**config.mk**
```make
export PLATFORM = sky130hd
export DESIGN_NAME = collatz_run_ctrl
export DESIGN_NICKNAME = d
export VERILOG_FILES = /design/src/rtl/collatz_run_ctrl.sv
export SDC_FILE = /design/constraint.sdc
export NUM_CORES = 1
export LEC_CHECK = 0
export ABC_AREA = 1
export CAP_MARGIN = 20
export CORE_AREA = 2 2 149 165
export CTS_CLUSTER_SIZE = 10
export DETAILED_ROUTE_END_ITERATION = 8
export DIE_AREA = 0 0 151 167
export PLACE_DENSITY = 0.78
export SLEW_MARGIN = 10
export SYNTH_ARGS = -nofsm -noshare
export SYNTH_HDL_FRONTEND = slang
export SYNTH_SLANG_ARGS = --single-unit
```
**constraint.sdc**
```tcl
create_clock -name clk -period 7.58 [get_ports clk]
set_clock_uncertainty 0.15 [all_clocks]
set_input_delay 2.274 -clock clk [delete_from_list [all_inputs] [get_ports clk]]
set_output_delay 2.274 -clock clk [all_outputs]
set_load 0.05 [all_outputs]
```
**src/rtl/collatz_run_ctrl.sv**
```systemverilog
// collatz_run_ctrl
//   Front-panel sequencer for the Collatz range datapath. It synchronises and
//   debounces the four pushbuttons, launches a range run from the switch
//   value, waits for the datapath to finish, and then lets the user step
//   through the stored iteration counts.
//
// Ports
//   clk        system clock
//   reset_n    synchronous active-low reset
//   key_n[3:0] raw active-low buttons: [3]=run, [2]=home, [1]=prev, [0]=next
//   sw[9:0]    start value for the next run
//   go         one-cycle launch pulse to the datapath
//   start      base start value held for the datapath
//   done       datapath completion pulse (only honoured while running)
//   n          result read offset to the datapath RAM
//   count      RAM read data for offset n, one cycle of read latency
//   disp_value start + n, the value being shown
//   disp_iters iteration count for disp_value (count-1, floored at 0)
//   busy       run in progress
//   valid      browse results are valid
module collatz_run_ctrl #(
    parameter int RAM_WORDS       = 256,
    parameter int RAM_ADDR_BITS   = 8,
    parameter int DEBOUNCE_CYCLES = 500000,
    parameter int REPEAT_DELAY    = 25000000,
    parameter int REPEAT_PERIOD   = 5000000
) (
    input  logic                     clk,
    input  logic                     reset_n,
    input  logic [3:0]               key_n,
    input  logic [9:0]               sw,
    output logic                     go,
    output logic [31:0]              start,
    input  logic                     done,
    output logic [RAM_ADDR_BITS-1:0] n,
    input  logic [15:0]              count,
    output logic [31:0]              disp_value,
    output logic [15:0]              disp_iters,
    output logic                     busy,
    output logic                     valid
);

    localparam int DB_W   = $clog2(DEBOUNCE_CYCLES + 1);
    localparam int RP_MAX = (REPEAT_DELAY > REPEAT_PERIOD) ? REPEAT_DELAY : REPEAT_PERIOD;
    localparam int RP_W   = $clog2(RP_MAX + 1);

    localparam logic [DB_W-1:0]          DB_LAST   = DB_W'(DEBOUNCE_CYCLES - 1);
    localparam logic [RP_W-1:0]          RP_DELAY  = RP_W'(REPEAT_DELAY);
    localparam logic [RP_W-1:0]          RP_PERIOD = RP_W'(REPEAT_PERIOD);
    localparam logic [RAM_ADDR_BITS-1:0] N_LAST    = RAM_ADDR_BITS'(RAM_WORDS - 1);

    typedef enum logic [1:0] {IDLE, LAUNCH, RUN, BROWSE} state_t;

    state_t state;

    // Key levels are kept in the raw active-low sense: 1 = released.
    logic [3:0]      key_meta;
    logic [3:0]      key_sync;
    logic [3:0]      key_lvl;
    logic [3:0]      key_lvl_d;
    logic [DB_W-1:0] db_cnt [4];
    logic [RP_W-1:0] rpt_cnt [2];
    logic [1:0]      rpt_first;

    logic [3:0]      press_evt;
    logic [1:0]      rpt_evt;
    logic [3:0]      key_evt;
    logic [15:0]     iters_sat;

    // NOTE: every always_comb output gets a value on every path, so no latch is inferred.
    always_comb begin
        press_evt = key_lvl_d & ~key_lvl;
        rpt_evt   = 2'b00;
        for (int i = 0; i < 2; i++) begin
            rpt_evt[i] = ~key_lvl[i] & ~press_evt[i] &
                         (rpt_cnt[i] == (rpt_first[i] ? RP_DELAY : RP_PERIOD));
        end
        key_evt   = press_evt | {2'b00, rpt_evt};
        iters_sat = (count == 16'd0) ? 16'd0 : count - 16'd1;
    end

    // Synchroniser, debounce and auto-repeat timing.
    always_ff @(posedge clk) begin
        if (!reset_n) begin
            // NOTE: all state including the counter arrays is cleared; none of it is RAM.
            key_meta  <= 4'hF;
            key_sync  <= 4'hF;
            key_lvl   <= 4'hF;
            key_lvl_d <= 4'hF;
            rpt_first <= 2'b11;
            for (int i = 0; i < 4; i++) db_cnt[i] <= '0;
            for (int i = 0; i < 2; i++) rpt_cnt[i] <= '0;
        end else begin
            // NOTE: sequential state uses non-blocking assignment so every flop samples pre-edge values.
            key_meta  <= key_n;
            key_sync  <= key_meta;
            key_lvl_d <= key_lvl;

            // The counter only advances while the synchronised level disagrees
            // with the accepted one; any agreement restarts the stability window.
            for (int i = 0; i < 4; i++) begin
                if (key_sync[i] == key_lvl[i]) begin
                    db_cnt[i] <= '0;
                end else if (db_cnt[i] == DB_LAST) begin
                    db_cnt[i]  <= '0;
                    key_lvl[i] <= ~key_lvl[i];
                end else begin
                    db_cnt[i] <= db_cnt[i] + 1'b1;
                end
            end

            // rpt_cnt holds the number of cycles since the last press or repeat event.
            for (int i = 0; i < 2; i++) begin
                if (key_lvl[i]) begin
                    rpt_cnt[i]   <= '0;
                    rpt_first[i] <= 1'b1;
                end else if (press_evt[i]) begin
                    rpt_cnt[i]   <= RP_W'(1);
                    rpt_first[i] <= 1'b1;
                end else if (rpt_evt[i]) begin
                    rpt_cnt[i]   <= RP_W'(1);
                    rpt_first[i] <= 1'b0;
                end else begin
                    rpt_cnt[i] <= rpt_cnt[i] + 1'b1;
                end
            end
        end
    end

    // Run/browse sequencer with registered outputs and display registers.
    always_ff @(posedge clk) begin
        if (!reset_n) begin
            state      <= IDLE;
            go         <= 1'b0;
            start      <= '0;
            n          <= '0;
            busy       <= 1'b0;
            valid      <= 1'b0;
            disp_value <= '0;
            disp_iters <= '0;
        end else begin
            go <= 1'b0;
            case (state)
                IDLE: begin
                    if (key_evt[3]) begin
                        state <= LAUNCH;
                        go    <= 1'b1;
                        start <= {22'b0, sw};
                        n     <= '0;
                        busy  <= 1'b1;
                        valid <= 1'b0;
                    end
                end
                LAUNCH: begin
                    state <= RUN;
                end
                RUN: begin
                    if (done) begin
                        state <= BROWSE;
                        busy  <= 1'b0;
                        valid <= 1'b1;
                    end
                end
                BROWSE: begin
                    if (key_evt[3]) begin
                        state <= LAUNCH;
                        go    <= 1'b1;
                        start <= {22'b0, sw};
                        n     <= '0;
                        busy  <= 1'b1;
                        valid <= 1'b0;
                    end else if (key_evt[2]) begin
                        n <= '0;
                    end else if (key_evt[0] && !key_evt[1]) begin
                        n <= (n == N_LAST) ? '0 : n + 1'b1;
                    end else if (key_evt[1] && !key_evt[0]) begin
                        n <= (n == '0) ? N_LAST : n - 1'b1;
                    end
                end
                default: state <= IDLE;
            endcase

            disp_value <= start + 32'(n);
            // count already lags n by one cycle, so this lands two cycles after n moves.
            disp_iters <= (state == BROWSE) ? iters_sat : 16'd0;
        end
    end

endmodule

```
==> out/results.ini, run 1 <==
[run_status]
status = finished, final reports clean

[cts]
clock-sinks = 194
cts_tree = done
clk_pin_slew_ps = 70
clkLatencyLatePin_ps = 440
htree_levels = 4
root_buffer = clkbuf_16
post_cts_buffers = 0
cts_hold_buffers = 0
cts_resized = 0
cts_buffers = 17
clk_path_buf_depth = 2

[floorplanning]
start_util_pct = 50.5
core-area_um2 = 23500
die_y_um = 167
rows = 59
ios = 124
die-area_um2 = 25200
die_w_um = 151

[drt]
dr.pass1.iters = 5
antenna_left = 0
via_per_inst = 4.78
route.vias.total = 9827
routed_wl_um = 24700
drt_first_iter_violations = 603
routedWlPerCell_um = 12.0
post-route-drc-count = 0

[global_route]
grt.total_usage_pct = 20.0
grt_start_max_net_pins = 30
grt_pass1_vias = 9317
grt_antenna_before_repair = 0
overflow = 0
grt_pass1_wl_um = 41200

[synthesis]
synth_top_area_share_pct = 31.9
syn_area_um2 = 11900
ys_warn_count = 0
yosysSeqAreaShare_pct = 43.4
syn_inst = 1536
ys_ff_latch = 194
yosys-top-cells-area = edfxtp_1 (32%), dfxtp_1 (11%), nand2_1 (10%)
synth_largest_area_cell = edfxtp_1
yosysUniqueCellTypes = 43
postSynthAreaPerCell_um2 = 7.72

[critical_path]
rr_worst_depth = 14
worstSetupPathType = reg -> out
worstPathCellList = clkdlybuf4s50_1
cpPeakStageDelay_ps = 960
start_kind = flip-flop
critical_path.endpoint_type = output port
path_buf_inv = 1
reg2reg_slack_ps = 4720
worst_path_max_delay_cell = clkdlybuf4s50_1
crit_fanout = 12
reg2reg_from = rpt_cnt[0][0]
critPathArrivalTime_ps = 1970
cp_top_family = buffers and inverters
required_ps = 5160
r2r-end = n[0]

[sta]
rsz0062_at_grt = no
hold_viol_final = 0
max_freq_mhz = 228
final_max_slew_viol_count = 0
slew_headroom_pct = 60.1
period_share_pct = 57.9
setup_tns_ps = 0
tightestPinTransition_ps = 596
finalSetupViolCount = 0
fin_crit_ps = 4390

[finish]
fillCellCount = 2152
diodes = 0
nets = 1798
register_area_um2 = 5140
drive_gt1_share_pct = 6.96
multi_input_area_um2 = 6110
synthToLayoutAreaGrowth_pct = 16.1

[worst_hold_path]
hp-class = reg -> reg
min_path_cells = 1
min_from = key_meta[0]
holdPathEnd = key_sync[0]

[placement]
io_buffers = 80
gp_congestion = 0.938
dp_hpwl_um = 18900

[power_and_ir_drop]
pwr_density_cell_nw_per_um2 = 171
vdd_drop_max_mv = 0.147
p_leak_nw = 5.62
p_total_mw = 2.36

[job]
maxCapViolations = 0

[synth_stat cells]
cell,count
xnor2_1,21
conb_1,2
buf_1,1
nor4_1,2
nand4_1,36
inv_2,9
clkbuf_1,4
buf_6,8
o21ai_1,1
nor3b_2,2
xor2_1,44
nand2_1,331
edfxtp_1,126
nor2_4,7
or2_1,1
nor2_1,269
nand3b_2,1
nand2_4,3
a21oi_1,70
o21ai_0,36
nor3_1,43
nand3b_1,12
dfxtp_1,68
nor3b_1,9
a31oi_1,1
nor3_2,10
nand3_4,1
ha_1,25
a21oi_2,2
nand3_2,10
buf_2,5
nand2_2,9
fa_1,1
o21bai_1,5
nor2_2,19
nand3_1,83
inv_1,191
or2_2,15
buf_4,46
o31ai_1,2
o211ai_1,1
or2_0,3
nand4_2,1
[flip-flops by register name (all words and copies together) (netlist names)]
| signal | count |
|---|---|
| key_lvl_d | 4 |
| n | 8 |
| valid | 1 |
| key_sync | 4 |
| key_lvl | 4 |
| state | 2 |
| db_cnt | 76 |
| rpt_cnt | 50 |
| disp_iters | 16 |
| disp_value | 11 |
| rpt_first | 2 |
| key_meta | 4 |
| go | 1 |
| busy | 1 |
| start | 10 |
[routing by layer]
metal / vias up / track usage (%) / wire (um)
met4: 0 / 5.53 / 318
li1: 5144 / - / -
met3: 28 / 5.32 / 1520
met5: - / 0 / 0
met1: 4456 / 24.9 / 11100
met2: 199 / 34.0 / 11700
[worst max-delay path by stage]
stage          startpoint             end  slack (ps)  cells after the start
6_report             n[2]            n[2]        3190                      1
5_1_grt              n[5]            n[5]        3140                      1
4_1_cts              n[5]            n[5]        3190                      1
3_5_place_dp      reset_n  rpt_cnt[1][14]        3040                      6
3_3_place_gp      reset_n   db_cnt[1][16]        3140                     10
2_1_floorplan    count[0]  disp_iters[12]        4120                      8
[per-stage QoR]
step	hold WS, ps	area [um^2]	instances	setup WS, ps	utilization, %
floorplan	243	12500	1703	4120	-
global placement	246	13200	2025	3140	56.2
detailed placement	250	13200	2025	3040	56.2
CTS	265	13800	2057	3190	58.7
global route	272	13800	2057	3140	58.7
finish	262	13800	2057	3190	58.7
[layout by cell type (no fill, tap or decap), types with 3 or more instances in the layout]
| cell | n |
|---|---|
| inv_1 | 191 |
| nand2_1 | 331 |
| inv_2 | 9 |
| ha_1 | 25 |
| conb_1 | 169 |
| or2_2 | 15 |
| nand3_1 | 83 |
| xnor2_1 | 21 |
| nand2_2 | 9 |
| o21ai_0 | 36 |
| nor2_4 | 7 |
| or2_0 | 3 |
| nor2_2 | 19 |
| nand3b_1 | 12 |
| nand4_1 | 36 |
| xor2_1 | 44 |
| clkbuf_16 | 18 |
| clkdlybuf4s50_1 | 80 |
| nand2_4 | 3 |
| edfxtp_1 | 126 |
| a21oi_1 | 70 |
| inv_6 | 4 |
| nor3_1 | 43 |
| clkinv_4 | 3 |
| nand3_2 | 10 |
| dfxtp_1 | 68 |
| o21bai_1 | 5 |
| nor2_1 | 269 |
| nor3_2 | 10 |
| nor3b_1 | 9 |
[area by class of cell]
class	instances	share of cell area (%)
repair buffers	81	5.87
clock inverters	13	0.809
clock buffers	19	3.37
well taps	305	2.77
inverters	200	5.45
flip-flops and latches	194	37.4
multi-input cells	1245	44.4
[power breakdown]
group          switching, mW  internal [mW]
clock                  0.427          0.460
sequential            0.0399           1.17
combinational          0.185         0.0796
total                  0.652           1.71
[cell families after synthesis]
| group | Yosys count | synth area share (%) |
|---|---|---|
| other | 2 | 0.0633 |
| xor gates and xnor gates | 65 | 4.80 |
| buffers and inverters | 264 | 10.4 |
| adders and majority gates | 26 | 2.81 |
| AOI/OAI and AO/OA | 118 | 5.22 |
| and+or+nand+nor | 867 | 33.3 |
| DFF | 194 | 43.4 |
(Power assumes the default switching activity.)
==> run 2: changes to the inputs <==
==> constraint.sdc (replaced) <==
create_clock -name clk -period 4.4 [get_ports clk]
set_clock_uncertainty 0.15 [all_clocks]
set_input_delay 1.32 -clock clk [delete_from_list [all_inputs] [get_ports clk]]
set_output_delay 1.32 -clock clk [all_outputs]
set_load 0.05 [all_outputs]
==> run 2 against run 1 <==
Against the previous run:
- utilization rose by 0.23 points
- hold slack about the same
- total power increased by 76%
- critical path depth stayed put
- worst setup slack lost 2200 ps
- largest cell class unchanged
- via count is 1.1% higher
==> out/results.ini, run 2 (synthesized netlist as in run 1, its figures left out) <==
[run_status]
status = finished, final reports clean  ; unchanged

[placement]
dp_hpwl_um = 19300  ; was 18900 um
dp_cells = 2026  ; was 2025
gp_congestion = 0.923  ; was 0.938
io_buffers = 80  ; unchanged

[critical_path]
required_ps = 2930  ; was 5160 ps
worst_path_max_delay_cell = clkdlybuf4s50_1  ; unchanged
reg2reg_from = rpt_cnt[0][0]  ; unchanged
cpPeakStageDelay_ps = 950  ; was 960 ps
rr_worst_depth = 14  ; unchanged
r2r-end = n[0]  ; unchanged
cp_top_family = buffers and inverters  ; unchanged
worstPathCellList = clkdlybuf4s50_1  ; unchanged
path_buf_inv = 1  ; unchanged
crit_fanout = 12  ; unchanged
critical_path.endpoint_type = output port  ; unchanged
critPathArrivalTime_ps = 1950  ; was 1970 ps
reg2reg_slack_ps = 1490  ; was 4720 ps
worstSetupPathType = reg -> out  ; unchanged
start_kind = flip-flop  ; unchanged

[global_route]
grt_start_max_net_pins = 27  ; was 30
grt_pass1_wl_um = 42700  ; was 41200 um
grt_antenna_before_repair = 0  ; unchanged
overflow = 0  ; unchanged
grt_pass1_vias = 9521  ; was 9317
grt.total_usage_pct = 20.7  ; was 20.0%

[power_and_ir_drop]
p_total_mw = 4.16  ; was 2.36 mW
vdd_drop_max_mv = 0.244  ; was 0.147 mV
p_leak_nw = 5.65  ; was 5.62 nW
pwr_density_cell_nw_per_um2 = 301  ; was 171 nW/um^2

[sta]
rsz0062_at_grt = no  ; unchanged
period_share_pct = 77.8
finalSetupViolCount = 0  ; unchanged
setup_tns_ps = 0  ; unchanged
final_max_slew_viol_count = 0  ; unchanged
max_freq_mhz = 292
fin_crit_ps = 3420
hold_viol_final = 0  ; unchanged
slew_headroom_pct = 59.3  ; was 60.1%
tightestPinTransition_ps = 608  ; was 596 ps

[worst_hold_path]
min_path_cells = 1  ; unchanged
holdPathEnd = key_sync[0]  ; unchanged
hp-class = reg -> reg  ; unchanged
min_from = key_meta[0]  ; unchanged

[cts]
clk_pin_slew_ps = 70  ; about the same
root_buffer = clkbuf_16  ; unchanged
clkLatencyLatePin_ps = 430  ; was 440 ps
cts_buffers = 17  ; unchanged
clk_path_buf_depth = 2  ; unchanged
htree_levels = 4  ; unchanged
cts_tree = done  ; unchanged
cts_hold_buffers = 0  ; unchanged
post_cts_buffers = 0  ; unchanged
cts_resized = 0  ; unchanged
clock-sinks = 194  ; unchanged

[floorplanning]
die_w_um = 151  ; unchanged
core-area_um2 = 23500  ; unchanged
die-area_um2 = 25200  ; unchanged
start_util_pct = 50.5  ; unchanged
rows = 59  ; unchanged
ios = 124  ; unchanged
die_y_um = 167  ; unchanged

[finish]
drive_gt1_share_pct = 6.96  ; about the same
final_common_cell = nand2_1  ; unchanged
fillCellCount = 2161  ; was 2152
final_cell_mix = nand2_1 (331), nor2_1 (269), inv_1 (191)  ; unchanged
multi_input_area_um2 = 6110  ; unchanged
top_register = db_cnt  ; unchanged
synthToLayoutAreaGrowth_pct = 16.6  ; was 16.1%
reg.largest.list = db_cnt (76), rpt_cnt (50), disp_iters (16)  ; unchanged
largest_reg_flops = 76  ; unchanged
diodes = 0  ; unchanged
fin_cells = 2058  ; was 2057
register_area_um2 = 5140  ; unchanged
nets = 1799  ; was 1798

[job]
maxCapViolations = 0  ; unchanged

[drt]
via_per_inst = 4.83  ; was 4.78
post-route-drc-count = 0  ; unchanged
drt_first_iter_violations = 454  ; was 603
routed_wl_um = 25400  ; was 24700 um
route.vias.total = 9937  ; was 9827
routedWlPerCell_um = 12.3  ; was 12.0 um
antenna_left = 0  ; unchanged
dr.pass1.iters = 5  ; unchanged

==> run 2: worst max-delay path by stage <==
stage                   from        endpoint  slack (ps)  cells after the start
floorplan           count[0]  disp_iters[12]        1900                      8
global placement     reset_n   db_cnt[1][16]        1210                      9
detailed placement   reset_n   db_cnt[0][10]        1150                      6
CTS                     n[2]            n[2]         970                      1
global route            n[2]            n[2]         900                      1
finish                  n[2]            n[2]         980                      1
==> run 2: cell type report <==
class,count,share of cell area (%)
clock buffer,22,3.75
clock inverter,10,0.760
inverter,200,5.43
multi-input combinational,1245,44.2
sequential,194,37.2
tap,305,2.76
timing repair buffer,82,5.90
==> run 2: stage by stage <==
step / setup slack [ps] / util (%) / cell area, um^2 / hold WS (ps)
floorplan: 1900 / - / 12500 / 243
global placement: 1210 / 56.2 / 13200 / 244
detailed placement: 1150 / 56.2 / 13200 / 248
CTS: 969 / 58.9 / 13800 / 264
global route: 899 / 58.9 / 13800 / 288
finish: 976 / 58.9 / 13800 / 262
==> run 2: metal layers <==
metal	part of all wire, %	wire length, um	vias up	GRT usage, %
li1	-	-	5143	-
met1	43	11000	4538	25.8
met2	49	12300	232	35.4
met3	6.5	1650	24	5.45
met4	1.6	414	0	5.36
met5	0	0	-	0
==> run 2: power breakdown <==
group	total, mW	internal (mW)	switching (mW)
clock network	1.62	0.911	0.705
registers	2.08	2.01	0.0724
logic	0.458	0.137	0.321
